$ cat config.mk
export PLATFORM = sky130hd
export DESIGN_NAME = vtage_update_sched
export DESIGN_NICKNAME = d
export VERILOG_FILES = /design/src/rtl/vtage_pkg.sv /design/src/rtl/vtage_fb_fifo.sv /design/src/rtl/vtage_update_sched.sv
export SDC_FILE = /design/constraint.sdc
export NUM_CORES = 1
export LEC_CHECK = 0
export BUFFER_PORTS_ARGS = -buffer_cell sky130_fd_sc_hd__buf_2
export CORE_ASPECT_RATIO = 2
export CORE_MARGIN = 5
export CORE_UTILIZATION = 40
export CTS_CLUSTER_DIAMETER = 60
export DETAILED_ROUTE_END_ITERATION = 7
export PLACE_DENSITY_LB_ADDON = 0.25
export REMOVE_ABC_BUFFERS = 1
export SLEW_MARGIN = 20
export SYNTH_ARGS = -nofsm -noshare
export SYNTH_HDL_FRONTEND = slang
export SYNTH_SLANG_ARGS = --single-unit
$ cat constraint.sdc
create_clock -name clk_i -period 16 [get_ports clk_i]
set_clock_uncertainty 0.05 [all_clocks]
set_input_delay 1.6 -clock clk_i [delete_from_list [all_inputs] [get_ports clk_i]]
set_output_delay 1.6 -clock clk_i [all_outputs]
set_load 0.01 [all_outputs]
$ cat src/rtl/vtage_pkg.sv
// Shared types for the VTAGE update scheduler: write-port opcodes, queued
// feedback entry layout and scheduler FSM states.
package vtage_pkg;

  typedef enum logic [1:0] {
    OP_NOP    = 2'd0,
    OP_UPDATE = 2'd1,
    OP_AGE    = 2'd2
  } wr_op_e;

  typedef struct packed {
    logic [31:0] pc;
    logic [31:0] result;
    logic        mispredict;
  } fb_entry_t;

  typedef enum logic {
    S_UPD = 1'b0,
    S_AGE = 1'b1
  } sched_state_e;

endpackage

$ cat src/rtl/vtage_fb_fifo.sv
// Multi-write / single-read feedback FIFO. Valid lanes are written in
// ascending lane order into consecutive slots so the queue never has holes.
// Reports occupancy and whether a full set of lanes still fits.
module vtage_fb_fifo
  import vtage_pkg::*;
#(
  parameter  int P_NUM_PRED   = 2,
  parameter  int P_FIFO_DEPTH = 8,
  localparam int PTR_W        = $clog2(P_FIFO_DEPTH),
  localparam int CNT_W        = PTR_W + 1
) (
  input  logic                             clk,
  input  logic                             rst,
  input  logic      [P_NUM_PRED-1:0]       push_valid,
  input  fb_entry_t [P_NUM_PRED-1:0]       push_data,
  input  logic                             pop,
  input  logic                             flush,
  output fb_entry_t                        head,
  output logic      [CNT_W-1:0]            count,
  output logic                             room
);

  fb_entry_t        mem [P_FIFO_DEPTH];
  logic [PTR_W-1:0] wr_ptr;
  logic [PTR_W-1:0] rd_ptr;
  logic [PTR_W-1:0] wr_slot [P_NUM_PRED];
  logic [CNT_W-1:0] push_num;

  // Compaction: each valid lane lands after all lower valid lanes.
  always_comb begin
    push_num = '0;
    for (int i = 0; i < P_NUM_PRED; i++) begin
      wr_slot[i] = wr_ptr + push_num[PTR_W-1:0];
      if (push_valid[i]) push_num = push_num + CNT_W'(1);
    end
  end

  assign head = mem[rd_ptr];
  assign room = (CNT_W'(P_FIFO_DEPTH) - count) >= CNT_W'(P_NUM_PRED);

  // Entry storage; payload carries no reset.
  always_ff @(posedge clk) begin
    for (int i = 0; i < P_NUM_PRED; i++) begin
      if (push_valid[i]) mem[wr_slot[i]] <= push_data[i];
    end
  end

  // Pointers and occupancy; flush discards everything queued.
  always_ff @(posedge clk) begin
    if (rst || flush) begin
      wr_ptr <= '0;
      rd_ptr <= '0;
      count  <= '0;
    end else begin
      wr_ptr <= wr_ptr + push_num[PTR_W-1:0];
      rd_ptr <= rd_ptr + PTR_W'(pop);
      count  <= count + push_num - CNT_W'(pop);
    end
  end

endmodule

$ cat src/rtl/vtage_update_sched.sv
// VTAGE update scheduler: queues per-lane validation feedback and serialises
// it onto the single bank write port, interleaving a periodic usefulness
// aging sweep over every bank entry. Aging takes priority over queued updates.
module vtage_update_sched
  import vtage_pkg::*;
#(
  parameter  int P_NUM_PRED    = 2,
  parameter  int P_NUM_ENTRIES = 1024,
  parameter  int P_FIFO_DEPTH  = 8,
  parameter  int P_AGE_PERIOD  = 4096,
  localparam int IDX_W         = $clog2(P_NUM_ENTRIES)
) (
  input  logic                       clk_i,
  input  logic                       rst_i,
  input  logic [P_NUM_PRED*32-1:0]   fb_pc_i,
  input  logic [P_NUM_PRED*32-1:0]   fb_result_i,
  input  logic [P_NUM_PRED-1:0]      fb_valid_i,
  input  logic [P_NUM_PRED-1:0]      fb_mispredict_i,
  output logic                       fb_ready_o,
  input  logic                       flush_i,
  output logic                       wr_valid_o,
  input  logic                       wr_ready_i,
  output logic [1:0]                 wr_op_o,
  output logic [IDX_W-1:0]           wr_idx_o,
  output logic [31:0]                wr_pc_o,
  output logic [31:0]                wr_result_o,
  output logic                       wr_mispredict_o,
  output logic                       age_busy_o,
  output logic [15:0]                drop_cnt_o
);

  localparam int CNT_W = $clog2(P_FIFO_DEPTH) + 1;
  localparam int AGE_W = (P_AGE_PERIOD > 1) ? $clog2(P_AGE_PERIOD) : 1;

  fb_entry_t [P_NUM_PRED-1:0] lane_data;
  logic      [P_NUM_PRED-1:0] push_valid;
  fb_entry_t                  head;
  logic      [CNT_W-1:0]      fifo_count;
  logic                       fifo_room;
  logic                       fifo_empty;

  sched_state_e               state;
  logic                       age_pend;
  logic      [AGE_W-1:0]      age_cnt;

  logic hs, slot_free, upd_hs, age_trig, idx_last, leave_age;
  logic start_age, step_age, take_upd, go_idle;

  function automatic logic [15:0] sat_add16(input logic [15:0] a, input logic [15:0] b);
    logic [16:0] s;
    s = {1'b0, a} + {1'b0, b};
    return s[16] ? 16'hFFFF : s[15:0];
  endfunction

  function automatic logic [15:0] lane_pop(input logic [P_NUM_PRED-1:0] v);
    logic [15:0] n;
    n = '0;
    for (int i = 0; i < P_NUM_PRED; i++) n = n + {15'd0, v[i]};
    return n;
  endfunction

  // Unpack flat feedback lanes into queue entries.
  always_comb begin
    for (int i = 0; i < P_NUM_PRED; i++) begin
      lane_data[i].pc         = fb_pc_i[i*32 +: 32];
      lane_data[i].result     = fb_result_i[i*32 +: 32];
      lane_data[i].mispredict = fb_mispredict_i[i];
    end
  end

  assign fb_ready_o = fifo_room && !rst_i;
  assign fifo_empty = (fifo_count == '0);
  // A flushing cycle discards its own enqueue without counting it as a drop.
  assign push_valid = (fb_ready_o && !flush_i) ? fb_valid_i : '0;

  vtage_fb_fifo #(
    .P_NUM_PRED  (P_NUM_PRED),
    .P_FIFO_DEPTH(P_FIFO_DEPTH)
  ) u_fifo (
    .clk       (clk_i),
    .rst       (rst_i),
    .push_valid(push_valid),
    .push_data (lane_data),
    .pop       (take_upd),
    .flush     (flush_i),
    .head      (head),
    .count     (fifo_count),
    .room      (fifo_room)
  );

  assign hs        = wr_valid_o && wr_ready_i;
  assign slot_free = !wr_valid_o || wr_ready_i;
  assign upd_hs    = hs && (wr_op_o == OP_UPDATE) && (state == S_UPD);
  assign age_trig  = upd_hs && (age_cnt == AGE_W'(P_AGE_PERIOD - 1));
  assign idx_last  = (wr_idx_o == IDX_W'(P_NUM_ENTRIES - 1));
  assign leave_age = (state == S_AGE) && hs && idx_last;

  // Next-request selection; the trigger handshake starts aging without a gap.
  always_comb begin
    start_age = 1'b0;
    step_age  = 1'b0;
    take_upd  = 1'b0;
    go_idle   = 1'b0;
    if (state == S_AGE) begin
      if (hs) begin
        if (!idx_last)        step_age = 1'b1;
        else if (!fifo_empty) take_upd = 1'b1;
        else                  go_idle  = 1'b1;
      end
    end else if (slot_free) begin
      if (age_pend || age_trig) start_age = 1'b1;
      else if (!fifo_empty)     take_upd  = 1'b1;
      else                      go_idle   = 1'b1;
    end
  end

  // Age period counter and pending flag; counter only moves in S_UPD.
  always_ff @(posedge clk_i) begin
    if (rst_i) begin
      age_cnt  <= '0;
      age_pend <= 1'b0;
    end else begin
      if (upd_hs) age_cnt <= age_trig ? '0 : age_cnt + AGE_W'(1);
      if (age_trig)       age_pend <= 1'b1;
      else if (leave_age) age_pend <= 1'b0;
    end
  end

  // Saturating count of lanes offered while the queue could not take them.
  always_ff @(posedge clk_i) begin
    if (rst_i)            drop_cnt_o <= '0;
    else if (!fb_ready_o) drop_cnt_o <= sat_add16(drop_cnt_o, lane_pop(fb_valid_i));
  end

  // Scheduler FSM and registered write-port request.
  always_ff @(posedge clk_i) begin
    if (rst_i) begin
      state           <= S_UPD;
      age_busy_o      <= 1'b0;
      wr_valid_o      <= 1'b0;
      wr_op_o         <= OP_NOP;
      wr_idx_o        <= '0;
      wr_pc_o         <= '0;
      wr_result_o     <= '0;
      wr_mispredict_o <= 1'b0;
    end else if (start_age) begin
      state           <= S_AGE;
      age_busy_o      <= 1'b1;
      wr_valid_o      <= 1'b1;
      wr_op_o         <= OP_AGE;
      wr_idx_o        <= '0;
      wr_pc_o         <= '0;
      wr_result_o     <= '0;
      wr_mispredict_o <= 1'b0;
    end else if (step_age) begin
      wr_idx_o        <= wr_idx_o + IDX_W'(1);
    end else if (take_upd) begin
      state           <= S_UPD;
      age_busy_o      <= 1'b0;
      wr_valid_o      <= 1'b1;
      wr_op_o         <= OP_UPDATE;
      wr_idx_o        <= head.pc[IDX_W+1:2];
      wr_pc_o         <= head.pc;
      wr_result_o     <= head.result;
      wr_mispredict_o <= head.mispredict;
    end else if (go_idle) begin
      state           <= S_UPD;
      age_busy_o      <= 1'b0;
      wr_valid_o      <= 1'b0;
      wr_op_o         <= OP_NOP;
      wr_idx_o        <= '0;
      wr_pc_o         <= '0;
      wr_result_o     <= '0;
      wr_mispredict_o <= 1'b0;
    end
  end

endmodule
=== After elaboration in Yosys (flattened, before gate mapping) ===
Memory sizes are Yosys's and may differ from the RTL's. A register that Yosys moved wholly into a read port is not among the register bits.
Cells that the tools add are included.

* Input port bits: 136
* Output and inout bits: 96
* Memories kept: 1
* Bits in registers: 118
* Word-level logic and storage cells: 103
* RAM bits: 520

{| class="wikitable"
|+ Memory list
! name !! depth !! bits a word !! rd ports !! clocked after memory_dff !! wr ports !! RTL line !! source
|-
| u_fifo.mem || 8 || 65 || 1 || 1 || 2 || vtage_fb_fifo.sv:23 || <nowiki>fb_entry_t mem [P_FIFO_DEPTH];</nowiki>
|}

* Multiplexer cells: 48
* Add/sub/neg operators: 11
* Reduce and logical (&&, ||, !) cells: 22
* Bitwise operators: 2
* $lt $le $gt $ge: 1
* Eq/ne operators: 4

{| class="wikitable"
|+ Operators with widths
! operator !! count
|-
| $mux W32 || 3
|-
| $mux W1 || 33
|-
| $mux W10 || 3
|-
| $add A16 B2 Y17 || 1
|-
| $mux W16 || 1
|-
| $add A12 B1 Y12 const B || 1
|-
| $eq A12 B12 Y1 const B || 1
|-
| $mux W12 || 1
|-
| $add A10 B1 Y10 const B || 1
|-
| $eq A10 B10 Y1 const B || 1
|-
| $mux W2 || 5
|-
| $logic_and A1 B1 Y1 || 8
|-
| $add A3 B1 Y3 || 2
|-
| $reduce_bool A3 Y1 || 2
|-
| $add A4 B4 Y4 || 1
|-
| $ge A4 B2 Y1 const B || 1
|-
| $logic_not A4 Y1 || 1
|-
| $mux W4 || 1
|-
| $reduce_and A2 Y1 || 2
|-
| $reduce_bool A2 Y1 || 2
|-
| $sub A4 B1 Y4 || 1
|-
| $sub A4 B4 Y4 const A || 1
|-
| $add A3 B3 Y3 || 1
|-
| $logic_not A1 Y1 || 3
|-
| 8 further kinds || 11
|}

=== Longest topological paths before layout ===
* Depth after elaboration: 12
* Depth in mapped cells: 16
* Gate-level depth less buffers: 14

=== By module ===
A second synthesis with hierarchy kept.

* Cells, all modules: 1977
* Area total of the unflattened synthesis: 31275.0 µm²

{| class="wikitable"
|+ Modules (own cells, without submodules)
! module !! sequential area each (µm²) !! area an instance (µm²) !! cells an instance !! instances
|-
| vtage_fb_fifo || 15815.2 || 26414.1 || 1420 || 1
|-
| vtage_update_sched || 2142.1 || 4860.9 || 557 || 1
|}

=== Worst setup path before layout ===
OpenSTA, ideal clock, no wires.

* Path kind: input to register
* From: input port rst_i
* To: memory u_fifo.mem[0][0] (netlist bit) (enable)
* Data required time: 15366 ps
* Buffers on the path: 1
* Cell stages on the path: 5
* Data arrival time: 7281 ps
* Setup slack: 8085 ps
* Library setup time: 584 ps
* Path through: clkbuf_1 > nor2_1 > nand2_1 > or3_1 > o31ai_1

{| class="wikitable"
|+ RTL lines
! item !! RTL line !! source
|-
| start, declared || vtage_update_sched.sv:14 || <nowiki>input logic rst_i,</nowiki>
|-
| end, declared || vtage_fb_fifo.sv:23 ||
|}

==> results by group <==
Synth
  – Ys async rst share: 0
  – Largest family of logic cells by synthesized area: multiplexers
  – Area of the mapped netlist: 0.0309 mm2
  – Synth Instances: 1969
  – Synth area leaders: edfxtp_1 50%, mux2_2 19%, mux4_2 9.5%, dfxtp_1 7.6%, mux2_1 2.4%
  – Yosys reg bits: approximately 640
  – Post-synthesis sequential area ratio: 0.580
  – Synth Warn #: 0
  – Compound-Gate Fraction of Synth Area: 0.0274
  – Post-Synth Simple-Gate Area: 0.0460
  – Post-Synth XOR/XNOR Area: 0.00538
  – Number of flops mapped to enable cells by yosys: 520
  – Synth Area in Adders: 0.00881
  – Syn avg cell area: 15.7 um2
  – Top_reg_cell synth: edfxtp_1
  – Post-synth top area share: 0.505
  – Synth cell types: 60
  – Post-synth top area cell: edfxtp_1
  – Post-synthesis mux area share: 0.307

Power and ir drop
  – Sw frac: 0.289
  – Peak supply drop: 0.000149 V
  – Sw power: roughly 0.0013 W
  – Gate power share: 0.222
  – Pwr Total: between 0.004 and 0.005 W
  – PD cells: 125 mW/mm2
  – Pint: 0.00310 W
  – Leakage power: 11.7 nW
  – Sequential share of power: 0.456
  – Clock power share: 0.321

Global routing
  – Vias in the first global route: 19.8k
  – Antenna violations before repair: 33
  – Total gr overflow: 0
  – Largest net degree at the start of global routing: between 90 and 100
  – First-pass GRT wire length: 127000 um
  – Global Route Usage Sum: 0.202

Min path
  – Hold Startpoint: wr_pc_o[22]$_SDFFE_PP0P_
  – HP Class: reg -> reg
  – Hold Crit Depth: 2
  – Hold EP: wr_pc_o[22]$_SDFFE_PP0P_

Setup path
  – WP buf/inv: 3
  – WP data required: between 15 and 20 ns
  – Startpoint Class: primary input
  – Slowest stage delay, CP: 0.88 ns
  – Flop-to-flop setup slack: 10.88 ns
  – Crit path DAT: about 5.5 ns
  – Worst reg2reg path depth: 12
  – Critical path cell sequence: buf_2 -> buf_4 -> nor2_1 -> nand2_1 -> nor2_1 -> ha_1 -> ha_1 -> xor2_1 -> nor3b_4 -> nand2_4 -> o21ai_4 -> buf_4
  – Crit path max-delay family: simple AND/OR/NAND/NOR gates
  – Critical Path Sink Type: flop
  – CP max FO: 49
  – Crit-path slowest cell: buf_4
  – Worst reg2reg startpoint: u_fifo.count[0]$_SDFF_PP0_
  – Setup CP Type: in -> reg
  – Reg-to-Reg End: u_fifo.mem[3][19]$_DFFE_PP_

Clocking
  – Post-CTS Resized: 0
  – Clk slew on worst S/H paths: approximately 0.060 ns
  – Clock buffer depth: 3
  – Clk sinks: 637
  – CTS tree: done
  – Setup bufs post-CTS: 0
  – CTS H-Tree Depth: 2
  – Clock Tree Root: clkbuf_16
  – CTS Hold Bufs: 0
  – Insertion delay to the later sink of the worst-skew pair: approximately 0.65 ns
  – Number of buffers created by CTS: 58

Die
  – Die area: around 0.083 mm2
  – Die Wd: about 210 um
  – Placement row count: 144
  – Die Ht: just over 400 um
  – Core area: 0.0769 mm2
  – Initial Util: 0.402
  – I/O Pins: 232

Drt
  – Via/cell ratio: 5.64
  – WL/cell: 26.2 um
  – Remaining DRCs: 0
  – 1st-pass router iterations: 5
  – Antenna-violating nets left: 0
  – Routed wire length: 85000 um
  – DRT iter0 DRCs: around 1.2k
  – Vias: 18.3k

Layout
  – Layout cells sized above 1: 0.461
  – Fill count: between 6k and 7k
  – Layout area overhead: 13.0%
  – Non-Filler Instances: 3244
  – FF+latch area: about 0.018 mm2
  – Area taken by multi-input logic gates: ~0.012 mm2
  – Final core utilization: 0.455
  – Fin nets: 2311

Placed design
  – Placed cell count: 3117
  – Input/output buffers: 231
  – Detail Placement HPWL: ~50000 um
  – Placer Congestion: between 0.7 and 0.8

Run status
  – Status: complete, no violations

STA
  – Min Tclk post-route: 5.30 ns
  – Setup TNS: 0 ns
  – Final Setup Violations: 0
  – Final worst path period share: 0.331
  – FMAX: 189 MHz
  – Hold slack: 0.395 ns
  – Slew @ Worst Pin: 1.10 ns
  – RSZ-0062 raised after global routing: no
  – Slew HR: 0.270
  – Fin. Hold Viols: 0
  – Final Max Slew Viols: 0

Flow run
  – Max-Cap Viols: 0
[synthesized netlist by cell type (all sizes together), types with 3 or more instances]
library cell / count
mux2i: 3
xor2: 7
and4: 11
fa: 3
xnor2: 12
mux2: 580
or3: 5
ha: 17
nor3: 15
nand3: 70
or4: 6
mux4: 130
o31ai: 5
a211oi: 8
nor2: 26
nor2b: 5
nand2: 106
a21oi: 84
inv: 20
o21ai: 10
nand4: 5
and2: 12
a41oi: 3
a31oi: 11
dfxtp: 117
clkbuf: 61
buf: 71
a32oi: 3
or2: 3
and3: 8
nor3b: 3
edfxtp: 520
nand2b: 6
[metal layers]
metal | part of all wire | wire length (um) | GRT usage | up-vias
met5 | 0.0021 | 178 | 0 | -
met1 | 0.38 | 32300 | 0.239 | 9423
met4 | 0.026 | 2230 | 0.0590 | 30
li1 | - | - | - | 8163
met3 | 0.061 | 5150 | 0.0440 | 148
met2 | 0.53 | 45200 | 0.367 | 517
[state kept, by name, indices dropped and copies added, names as in the netlist, 3 cells and up]
| signal | count |
|---|---|
| age_cnt | 12 |
| drop_cnt_o | 16 |
| u_fifo.count | 4 |
| u_fifo.mem | 520 |
| u_fifo.rd_ptr | 3 |
| u_fifo.wr_ptr | 3 |
| wr_idx_o | 10 |
| wr_pc_o | 32 |
| wr_result_o | 32 |
[worst max-delay path by stage]
stage | depth (start not counted) | slack [ns] | from | end
2_1_floorplan | 9 | 7.37 | rst_i | u_fifo.mem[1][0]$_DFFE_PP_
3_3_place_gp | 12 | 10.11 | rst_i | u_fifo.mem[4][54]$_DFFE_PP_
3_5_place_dp | 12 | 10.04 | rst_i | u_fifo.mem[6][21]$_DFFE_PP_
4_1_cts | 12 | 10.74 | rst_i | u_fifo.mem[6][12]$_DFFE_PP_
5_1_grt | 12 | 10.49 | rst_i | u_fifo.mem[6][28]$_DFFE_PP_
6_report | 12 | 10.70 | rst_i | u_fifo.mem[6][28]$_DFFE_PP_
[cells in the final DEF, fill, tap and decap left out, types with 12 or more instances in the layout]
| cell type | count |
|---|---|
| mux4_2 | 130 |
| edfxtp_1 | 520 |
| inv_1 | 20 |
| nand3_1 | 70 |
| buf_2 | 231 |
| nand2_1 | 99 |
| mux2_1 | 65 |
| clkbuf_1 | 16 |
| nor2_1 | 26 |
| diode_2 | 18 |
| a21oi_1 | 84 |
| ha_1 | 17 |
| mux2_2 | 515 |
| and2_1 | 12 |
| buf_4 | 26 |
| clkbuf_16 | 58 |
| dfxtp_1 | 114 |
| clkinv_2 | 12 |
| nor3_1 | 14 |
| xnor2_1 | 12 |
[logic make-up after synthesis]
logic type	count (synthesis)
xor+xnor	19
fa+ha+maj	20
mux	713
compound gates	142
flops	637
buf+inv	152
simple gates	286
[worst reg2reg max path: stages (launching register included)]
cell	delay, ns
dfxtp_1	0.35
inv_1	0.09
ha_1	0.27
xor2_1	0.22
and4_1	0.61
nor2_1	0.19
ha_1	0.23
ha_1	0.19
xor2_1	0.18
nor3_2	0.51
and3_4	0.57
o21bai_4	0.44
buf_4	0.73
[stage by stage]
step | setup WS (ns) | area, um2
global route | 10.49 | 34900
floorplan | 7.37 | 30200
finish | 10.70 | 35000
global placement | 10.11 | 33100
detailed placement | 10.04 | 33100
CTS | 10.74 | 34900
[area by class of cell]
class / instances / share of cell area
antenna: 18 / 0.00129
clock buffer: 75 / 0.0436
clock inverter: 34 / 0.00966
inverter: 20 / 0.00215
multi-input combinational: 1180 / 0.354
sequential: 637 / 0.514
tap: 1022 / 0.0366
timing repair buffer: 258 / 0.0392
[power groups by stage]
stage                     clock, W  combinational [W]  sequential, W
after global placement           0           0.000971        0.00202
after global routing       0.00150            0.00106        0.00200
final                      0.00140           0.000970        0.00199
after floorplan                  0           0.000605        0.00208
after detailed placement         0           0.000986        0.00203
after CTS                  0.00144           0.000992        0.00199
Power figures use the tool's default switching activity.
